--- config.mk ---
export PLATFORM = sky130hd
export DESIGN_NAME = fifo_wr_arbiter_flat
export DESIGN_NICKNAME = d
export VERILOG_FILES = /design/src/rtl/fifo_wr_arbiter_if.sv /design/src/rtl/fifo_wr_arbiter.sv /design/src/flat_wrapper.sv
export SDC_FILE = /design/constraint.sdc
export NUM_CORES = 1
export LEC_CHECK = 0
export BUFFER_PORTS_ARGS = -buffer_cell sky130_fd_sc_hd__buf_2
export CORE_MARGIN = 2
export CORE_UTILIZATION = 46
export CTS_CLUSTER_DIAMETER = 200
export DETAILED_ROUTE_END_ITERATION = 8
export MAX_ROUTING_LAYER = met4
export PLACE_DENSITY = 0.81
export SKIP_CTS_REPAIR_TIMING = 1
export SYNTH_ARGS = -nofsm -noshare
export SYNTH_HDL_FRONTEND = slang
export SYNTH_SLANG_ARGS = --single-unit
--- constraint.sdc ---
create_clock -name clk -period 3 [get_ports clk]
set_input_delay 0.9 -clock clk [delete_from_list [all_inputs] [get_ports clk]]
set_output_delay 0.9 -clock clk [all_outputs]
set_load 0.03 [all_outputs]
--- src/rtl/fifo_wr_arbiter_if.sv ---
// Write-side bundle between N_REQ producers, the round-robin arbiter and the FIFO
// write port. master = producers/FIFO side, slave = arbiter.
interface fifo_wr_arbiter_if #(
  parameter int N_REQ  = 4,
  parameter int DATA_W = 4
);
  localparam int OWNER_W = (N_REQ > 1) ? $clog2(N_REQ) : 1;

  logic [N_REQ-1:0]        req;
  logic [N_REQ*DATA_W-1:0] req_data;
  logic [N_REQ-1:0]        req_last;
  logic [N_REQ-1:0]        gnt;
  logic [N_REQ-1:0]        accept;
  logic                    fifo_full;
  logic                    fifo_wr_en;
  logic [DATA_W-1:0]       fifo_data_in;
  logic [OWNER_W-1:0]      owner;
  logic                    busy;

  modport master (
    output req, req_data, req_last, fifo_full,
    input  gnt, accept, fifo_wr_en, fifo_data_in, owner, busy
  );

  modport slave (
    input  req, req_data, req_last, fifo_full,
    output gnt, accept, fifo_wr_en, fifo_data_in, owner, busy
  );
endinterface

--- src/rtl/fifo_wr_arbiter.sv ---
// Round-robin arbiter sharing one FIFO write port among N_REQ producers; a grant
// lasts up to MAX_BURST beats and stalls, without losing its place, while the FIFO is full.
module fifo_wr_arbiter #(
  parameter int N_REQ     = 4,
  parameter int DATA_W    = 4,
  parameter int MAX_BURST = 4
) (
  input  logic              clk,
  input  logic              rst,
  fifo_wr_arbiter_if.slave  bus
);
  localparam int OWNER_W = (N_REQ > 1) ? $clog2(N_REQ) : 1;

  typedef enum logic {IDLE, GRANT} state_t;

  state_t             state;
  logic [N_REQ-1:0]   gnt;
  logic [OWNER_W-1:0] owner;
  logic [OWNER_W-1:0] last_owner;
  logic [3:0]         cnt;
  logic               busy;

  logic               beat;
  logic               release_now;
  logic [OWNER_W-1:0] win;

  // First requester at or after last_owner+1, wrapping; indices >= N_REQ never scanned.
  function automatic logic [OWNER_W-1:0] rr_pick(input logic [N_REQ-1:0] r,
                                                  input logic [OWNER_W-1:0] last);
    logic [OWNER_W-1:0] w;
    logic               found;
    int                 idx;
    w     = '0;
    found = 1'b0;
    for (int k = 1; k <= N_REQ; k++) begin
      idx = (int'(last) + k) % N_REQ;
      if (!found && r[idx]) begin
        found = 1'b1;
        w     = OWNER_W'(idx);
      end
    end
    return w;
  endfunction

  assign win  = rr_pick(bus.req, last_owner);
  assign beat = rst && (state == GRANT) && bus.req[owner] && !bus.fifo_full;

  // A dropped request releases even while the FIFO is full.
  assign release_now = (beat && (bus.req_last[owner] || (cnt + 4'd1) == 4'(MAX_BURST)))
                    || !bus.req[owner];

  assign bus.fifo_wr_en   = beat;
  assign bus.accept       = beat ? gnt : '0;
  assign bus.fifo_data_in = (state == GRANT) ? bus.req_data[int'(owner)*DATA_W +: DATA_W]
                                             : '0;
  assign bus.gnt          = gnt;
  assign bus.owner        = owner;
  assign bus.busy         = busy;

  always_ff @(posedge clk or negedge rst) begin
    if (!rst) begin
      state      <= IDLE;
      gnt        <= '0;
      owner      <= '0;
      last_owner <= OWNER_W'(N_REQ - 1);
      cnt        <= '0;
      busy       <= 1'b0;
    end else begin
      case (state)
        IDLE: begin
          if (|bus.req) begin
            state      <= GRANT;
            gnt        <= {{(N_REQ-1){1'b0}}, 1'b1} << win;
            owner      <= win;
            last_owner <= win;
            cnt        <= '0;
            busy       <= 1'b1;
          end
        end
        GRANT: begin
          if (release_now) begin
            state <= IDLE;
            gnt   <= '0;
            busy  <= 1'b0;
          end else if (beat) begin
            cnt <= cnt + 4'd1;
          end
        end
        default: begin
          state <= IDLE;
          gnt   <= '0;
          busy  <= 1'b0;
        end
      endcase
    end
  end
endmodule
--- src/flat_wrapper.sv ---
// flat-port wrapper written by rule: the top's interface ports become plain ports
module fifo_wr_arbiter_flat 
#(
  parameter int N_REQ     = 4,
  parameter int DATA_W    = 4,
  parameter int MAX_BURST = 4
)
  (clk, rst, bus_req, bus_req_data, bus_req_last, bus_fifo_full, bus_gnt, bus_accept, bus_fifo_wr_en, bus_fifo_data_in, bus_owner, bus_busy);
  fifo_wr_arbiter_if #(.N_REQ(N_REQ), .DATA_W(DATA_W)) bus_i ();
  input  logic clk;
  input  logic rst;
  input wire logic [$bits(bus_i.req)-1:0] bus_req;
  input wire logic [$bits(bus_i.req_data)-1:0] bus_req_data;
  input wire logic [$bits(bus_i.req_last)-1:0] bus_req_last;
  input wire logic [$bits(bus_i.fifo_full)-1:0] bus_fifo_full;
  output wire logic [$bits(bus_i.gnt)-1:0] bus_gnt;
  output wire logic [$bits(bus_i.accept)-1:0] bus_accept;
  output wire logic [$bits(bus_i.fifo_wr_en)-1:0] bus_fifo_wr_en;
  output wire logic [$bits(bus_i.fifo_data_in)-1:0] bus_fifo_data_in;
  output wire logic [$bits(bus_i.owner)-1:0] bus_owner;
  output wire logic [$bits(bus_i.busy)-1:0] bus_busy;
  assign bus_i.req = bus_req;
  assign bus_i.req_data = bus_req_data;
  assign bus_i.req_last = bus_req_last;
  assign bus_i.fifo_full = bus_fifo_full;
  assign bus_gnt = bus_i.gnt;
  assign bus_accept = bus_i.accept;
  assign bus_fifo_wr_en = bus_i.fifo_wr_en;
  assign bus_fifo_data_in = bus_i.fifo_data_in;
  assign bus_owner = bus_i.owner;
  assign bus_busy = bus_i.busy;
  fifo_wr_arbiter #(.N_REQ(N_REQ), .DATA_W(DATA_W), .MAX_BURST(MAX_BURST)) u_core (.clk(clk), .rst(rst), .bus(bus_i));
endmodule
Yosys cells after proc, flatten, opt, wreduce, memory -nomap -nowiden

Index checks and enable logic that the tools add are counted.

Bitwise logic cells: 5
Equal/unequal tests: 5
Magnitude comparators: 5
$add $sub $neg: 5
Multiplexer cells: 38
Reduce and logical (&&, ||, !) cells: 22
Shift-type cells: 2

Operators with widths:

| operator                                                                | count |
|---|---|
| 4-bit two-way mux                                                       | 7 |
| 1-bit two-way mux                                                       | 17 |
| 3-bit by 4-bit < comparator with 1-bit output, second input constant    | 4 |
| 4-bit one-hot mux with 2 select lines                                   | 2 |
| 16-bit by 5-bit indexed part select with 4-bit output                   | 1 |
| 1-bit binary-select mux with 2-bit select                               | 6 |
| 2-bit two-way mux                                                       | 4 |
| 2-bit OR reduction                                                      | 4 |
| 1-bit logical AND                                                       | 7 |
| 2-bit inequality test, second input constant                            | 3 |
| 1-bit logical NOT                                                       | 5 |
| 2-bit by 1-bit adder with 2-bit output, second input constant           | 2 |
| 2-bit adder, second input constant                                      | 2 |
| 4-bit by 1-bit adder with 4-bit output, second input constant           | 1 |
| 1-bit bitwise AND, first input constant                                 | 4 |
| 4-bit by 3-bit equality test with 1-bit output, second input constant   | 1 |
| 1-bit one-hot mux with 2 select lines                                   | 2 |
| 2-bit AND reduction                                                     | 2 |
| 4-bit OR reduction                                                      | 1 |
| 1-bit by 2-bit << shifter with 4-bit output, first input constant       | 1 |
| 2-bit by 3-bit < comparator with 1-bit output, second input constant    | 1 |
| 3-bit AND reduction                                                     | 1 |
| 1-bit logical OR                                                        | 2 |
| 2-bit by 1-bit inequality test with 1-bit output, second input constant | 1 |
| 1-bit NOT                                                               | 1 |

Register bits after elaboration: 14

Depth between registers and ports, before layout

Depth in word-level cells: 19
Depth in mapped cells: 7
Mapped depth without buffers: 6

Worst setup path after synthesis

No wires, ideal clock.

Path type: input-to-output
From: input bus_req[1]
To: output bus_accept[0]
Data required time: 2100 ps
Slack: 20 ps
Path buffers: 0
Cell stages on the path: 4
Arrival time: 2080 ps
Path through: mux4_1 > nand3_1 > inv_1 > and2_1

Word-level cells in the longest chain between the ends: 5

RTL lines:

| what                                      | RTL line              | RTL |
|---|---|---|
| start: declaration                        | flat_wrapper.sv:12    | `input wire logic [$bits(bus_i.req)-1:0] bus_req;` |
| 1-bit binary-select mux with 2-bit select | fifo_wr_arbiter.sv:46 | `assign beat = rst && (state == GRANT) && bus.req[owner] && !bus.fifo_full;` |
| 1-bit two-way mux (not written as such)   | fifo_wr_arbiter.sv:46 |  |
| 1-bit logical AND (2 in series)           | fifo_wr_arbiter.sv:46 |  |
| via bus_fifo_wr_en                        | flat_wrapper.sv:18    | `output wire logic [$bits(bus_i.fifo_wr_en)-1:0] bus_fifo_wr_en;` |
| 4-bit two-way mux                         | fifo_wr_arbiter.sv:53 | `assign bus.accept = beat ? gnt : '0;` |
| end: declaration                          | flat_wrapper.sv:17    | `output wire logic [$bits(bus_i.accept)-1:0] bus_accept;` |

The timed path passes the listed nets, and every way through them passes these cells. The select of a mux whose other input is x is not followed.

Worst setup path in the final report

From: input bus_req[3]
To: output bus_accept[1]

Word-level cells in the longest chain between the ends: 5

RTL lines:

| what                                      | RTL line |
|---|---|
| 1-bit binary-select mux with 2-bit select | fifo_wr_arbiter.sv:46 |
| 1-bit two-way mux (not written as such)   | fifo_wr_arbiter.sv:46 |
| 1-bit logical AND (2 in series)           | fifo_wr_arbiter.sv:46 |
| 4-bit two-way mux                         | fifo_wr_arbiter.sv:53 |

No other way between the ends. The select of a mux whose other input is x is not followed.

==> results.yml <==
clock_network:
  cts.clk_slew.worst_paths_ns: 0.09
  clock-sinks: 14
  root_buffer: "clkbuf_4"
  cts_tree: "yes"
  insertion_delay_ns: 0.27
  htreeDepth: 1
  clock_tree.buffer_depth: 2
  cts_made_buffers: 3
timing:
  relSlewSlack_pct: 67.2
  fmax_mhz: 342
  finalClockSkew_ns: 0.00244
  whs_ns: 0.503
  worst_slew_pin_slew_ns: 0.486
  hold_viol: 0
  maxSlewViolCount: 0
  rsz0062_at_grt: "false"
  fin_crit_sh_pct: 97.5
  fin_crit_ns: 2.92
  finalSetupViolations: 0
floorplanning:
  pin_count: 43
  die_width_um: 50.4
  die_area_um2: 2540
  core.rowCount: 16
  die_y_um: 50.4
  coreArea_um2: 2000
  start_util_pct: 49.4
setup_path:
  end_kind: "output pin"
  startpoint: "bus_req[3]"
  crit_path_start_kind: "input port"
  cp.arrival_ns: 2.02
  rr_startpoint: "u_core.bus.owner[0]"
  reg2reg_depth: 6
  crit_fanout: 6
  reg2reg_slack_ns: 0.87
  worstReg2RegEnd: "u_core.cnt[0]"
  endpoint: "bus_accept[1]"
  crit_type: "input port to output pin"
  cp_data_required_time_ns: 2.10
synth:
  yosysTopAreaCellShare_pct: 30.4
  synth_edf_count: 0
  syn_nets: 124
  synth.avg_cell_area_um2: 10.4
  netlist_area_um2: 988
  netlist_top_cells_area: "dfrtp_1, mux4_1, dfstp_2"
  synthFlopType: "dfrtp_1"
  ys_ff_latch: 14
  ys_types: 37
  synthAdderAreaFrac_pct: 2.53
  synth_xor_xnor_area_share_pct: 0
  yosys_warnings: 0
  synth_cells: 95
  ys_seq_area_share_pct: 35.7
  synth-compound-area-share_pct: 18.5
  synth_simple_gate_area_share_pct: 22.9
  synth_area_leader_cell: "dfrtp_1"
  synth_top_family_by_area: "simple AND/OR/NAND/NOR gates"
  async_flop_share_pct: 100
  synth_mux_area_share_pct: 17.1
flow_run:
  maxCapViolations: 0
power_and_ir_drop:
  p_per_area_nw_per_um2: 911
  leakage_nw: 0.667
  ir_drop_v: 0.000676
cells_and_area:
  drive_gt1_share_pct: 46.9
  layoutNonFillerInstCount: 172
  fillers: 171
  syn_to_final_growth_pct: 31.6
  fin_nets: 175
  diodes: 0
detailed_routing:
  vias_per_cell: 5.69
  wl_per_cell_um: 15.3
  ant_nets: 0
  wirelength_um: 2640
  dr.pass1.iters: 4
  route.detailed.drc: 0
  drt_iter0_markers: 40
  vias: 978
placed_design:
  dpl.cell_count: 168
  numPortBuffers: 42
  place_hpwl_um: 2060
  gp_congestion: 0.857
grt:
  met2_usage_pct: 40.4
  grt_util_met1_pct: 27.0
  busiest_layer: "met2"
  use_met3_pct: 3.57
  grt_pass1_wl_um: 4360
  grt_overflow_total: 0
  grt_pass1_vias: 980
  antenna_found_initial: 0
  grt_max_degree: 16
  grt_usage_pct: 22.8
status:
  outcome: "finished clean"
worst_hold_path:
  hp-class: "register to register"
[critical path: stages]
cell	delay, ns
buf_2	0.11
mux4_2	0.49
nand3_2	0.12
inv_2	0.07
and2_1	0.15
buf_2	0.17
[cells in the mapped netlist (2+ instances only)]
| cell type | number |
|---|---|
| dfrtp_1 | 12 |
| nand2b_1 | 3 |
| o21ai_0 | 4 |
| inv_1 | 3 |
| mux4_1 | 5 |
| o211ai_1 | 2 |
| a21bo_2 | 2 |
| and2_1 | 8 |
| o2bb2ai_1 | 2 |
| dfstp_2 | 2 |
| nor2_1 | 10 |
| nand3_1 | 2 |
| ha_1 | 2 |
| a21oi_1 | 4 |
| nand2_1 | 12 |
[cell families (layout without fill, tap and decap cells)]
family | Yosys count | after routing
AND/OR/NAND/NOR | 43 | 43
AO/OA/AOI/OAI | 23 | 23
flip-flops | 14 | 14
multiplexers | 7 | 7
buffers and inverters | 6 | 56
adder cells (fa/ha/maj) | 2 | 2
[sequential cells by signal (all words and copies together), names as in the netlist]
| signal | flops |
|---|---|
| u_core.state | 1 |
| u_core.cnt | 4 |
| u_core.bus.owner | 2 |
| u_core.last_owner | 2 |
| u_core.bus.busy | 1 |
| u_core.bus.gnt | 4 |
[through the flow]
stage,util [%],setup WS (ns),cell area [µm²],TNS (ns),power [mW]
after detailed placement,63.1,-0.00722,1260,-0.00952,1.04
after global placement,63.1,0.0178,1260,0,1.01
after global routing,65.0,0.0319,1300,0,1.26
final,65.0,0.0762,1300,0,1.19
after CTS,64.9,-0.0133,1300,-0.0205,1.17
after floorplan,-,0.0201,988,0,0.852
[cell usage in the layout (no fill, tap or decap), types with 2 or more instances in the layout]
cell type	count
o2bb2ai_1	2
inv_1	2
nand2b_1	3
o211ai_1	2
and2_1	8
nand2_1	12
buf_2	42
a21bo_2	2
clkbuf_4	3
dfrtp_1	12
buf_4	7
nor2_1	10
ha_1	2
mux4_2	2
a21oi_1	4
mux4_1	4
o21ai_0	4
dfstp_2	2
[routing by layer]
| layer | up-vias | part of all wire [%] |
|---|---|---|
| li1 | 452 | - |
| met1 | 469 | 40 |
| met2 | 55 | 50 |
| met3 | 2 | 8.8 |
| met4 | 0 | 0.53 |
| met5 | - | 0 |
[report_power, final]
part / switching [mW] / leakage, nW / internal [mW] / total, mW
Clock: 0.0636 / 0.0210 / 0.0737 / 0.137
Combinational: 0.405 / 0.470 / 0.273 / 0.678
Sequential: 0.0990 / 0.176 / 0.271 / 0.370
Total: 0.567 / 0.667 / 0.618 / 1.19
[worst min-delay path by stage]
stage | startpoint | endpoint | cells past startpoint
3_5_place_dp | u_core.last_owner[1] | u_core.last_owner[1] | 2
2_1_floorplan | u_core.last_owner[1] | u_core.last_owner[1] | 2
5_1_grt | u_core.last_owner[1] | u_core.last_owner[1] | 2
3_3_place_gp | u_core.last_owner[1] | u_core.last_owner[1] | 2
4_1_cts | u_core.last_owner[1] | u_core.last_owner[1] | 2
6_report | u_core.last_owner[1] | u_core.last_owner[1] | 2
[final cells by class]
type	count	area, µm²	share of cell area (%)
multi-input combinational	75	604	46.4
sequential	14	353	27.1
timing repair buffer	49	263	20.2
clock buffer	4	36.3	2.79
tap	27	33.8	2.60
inverter	3	11.3	0.865
(Power assumes the default switching activity.)
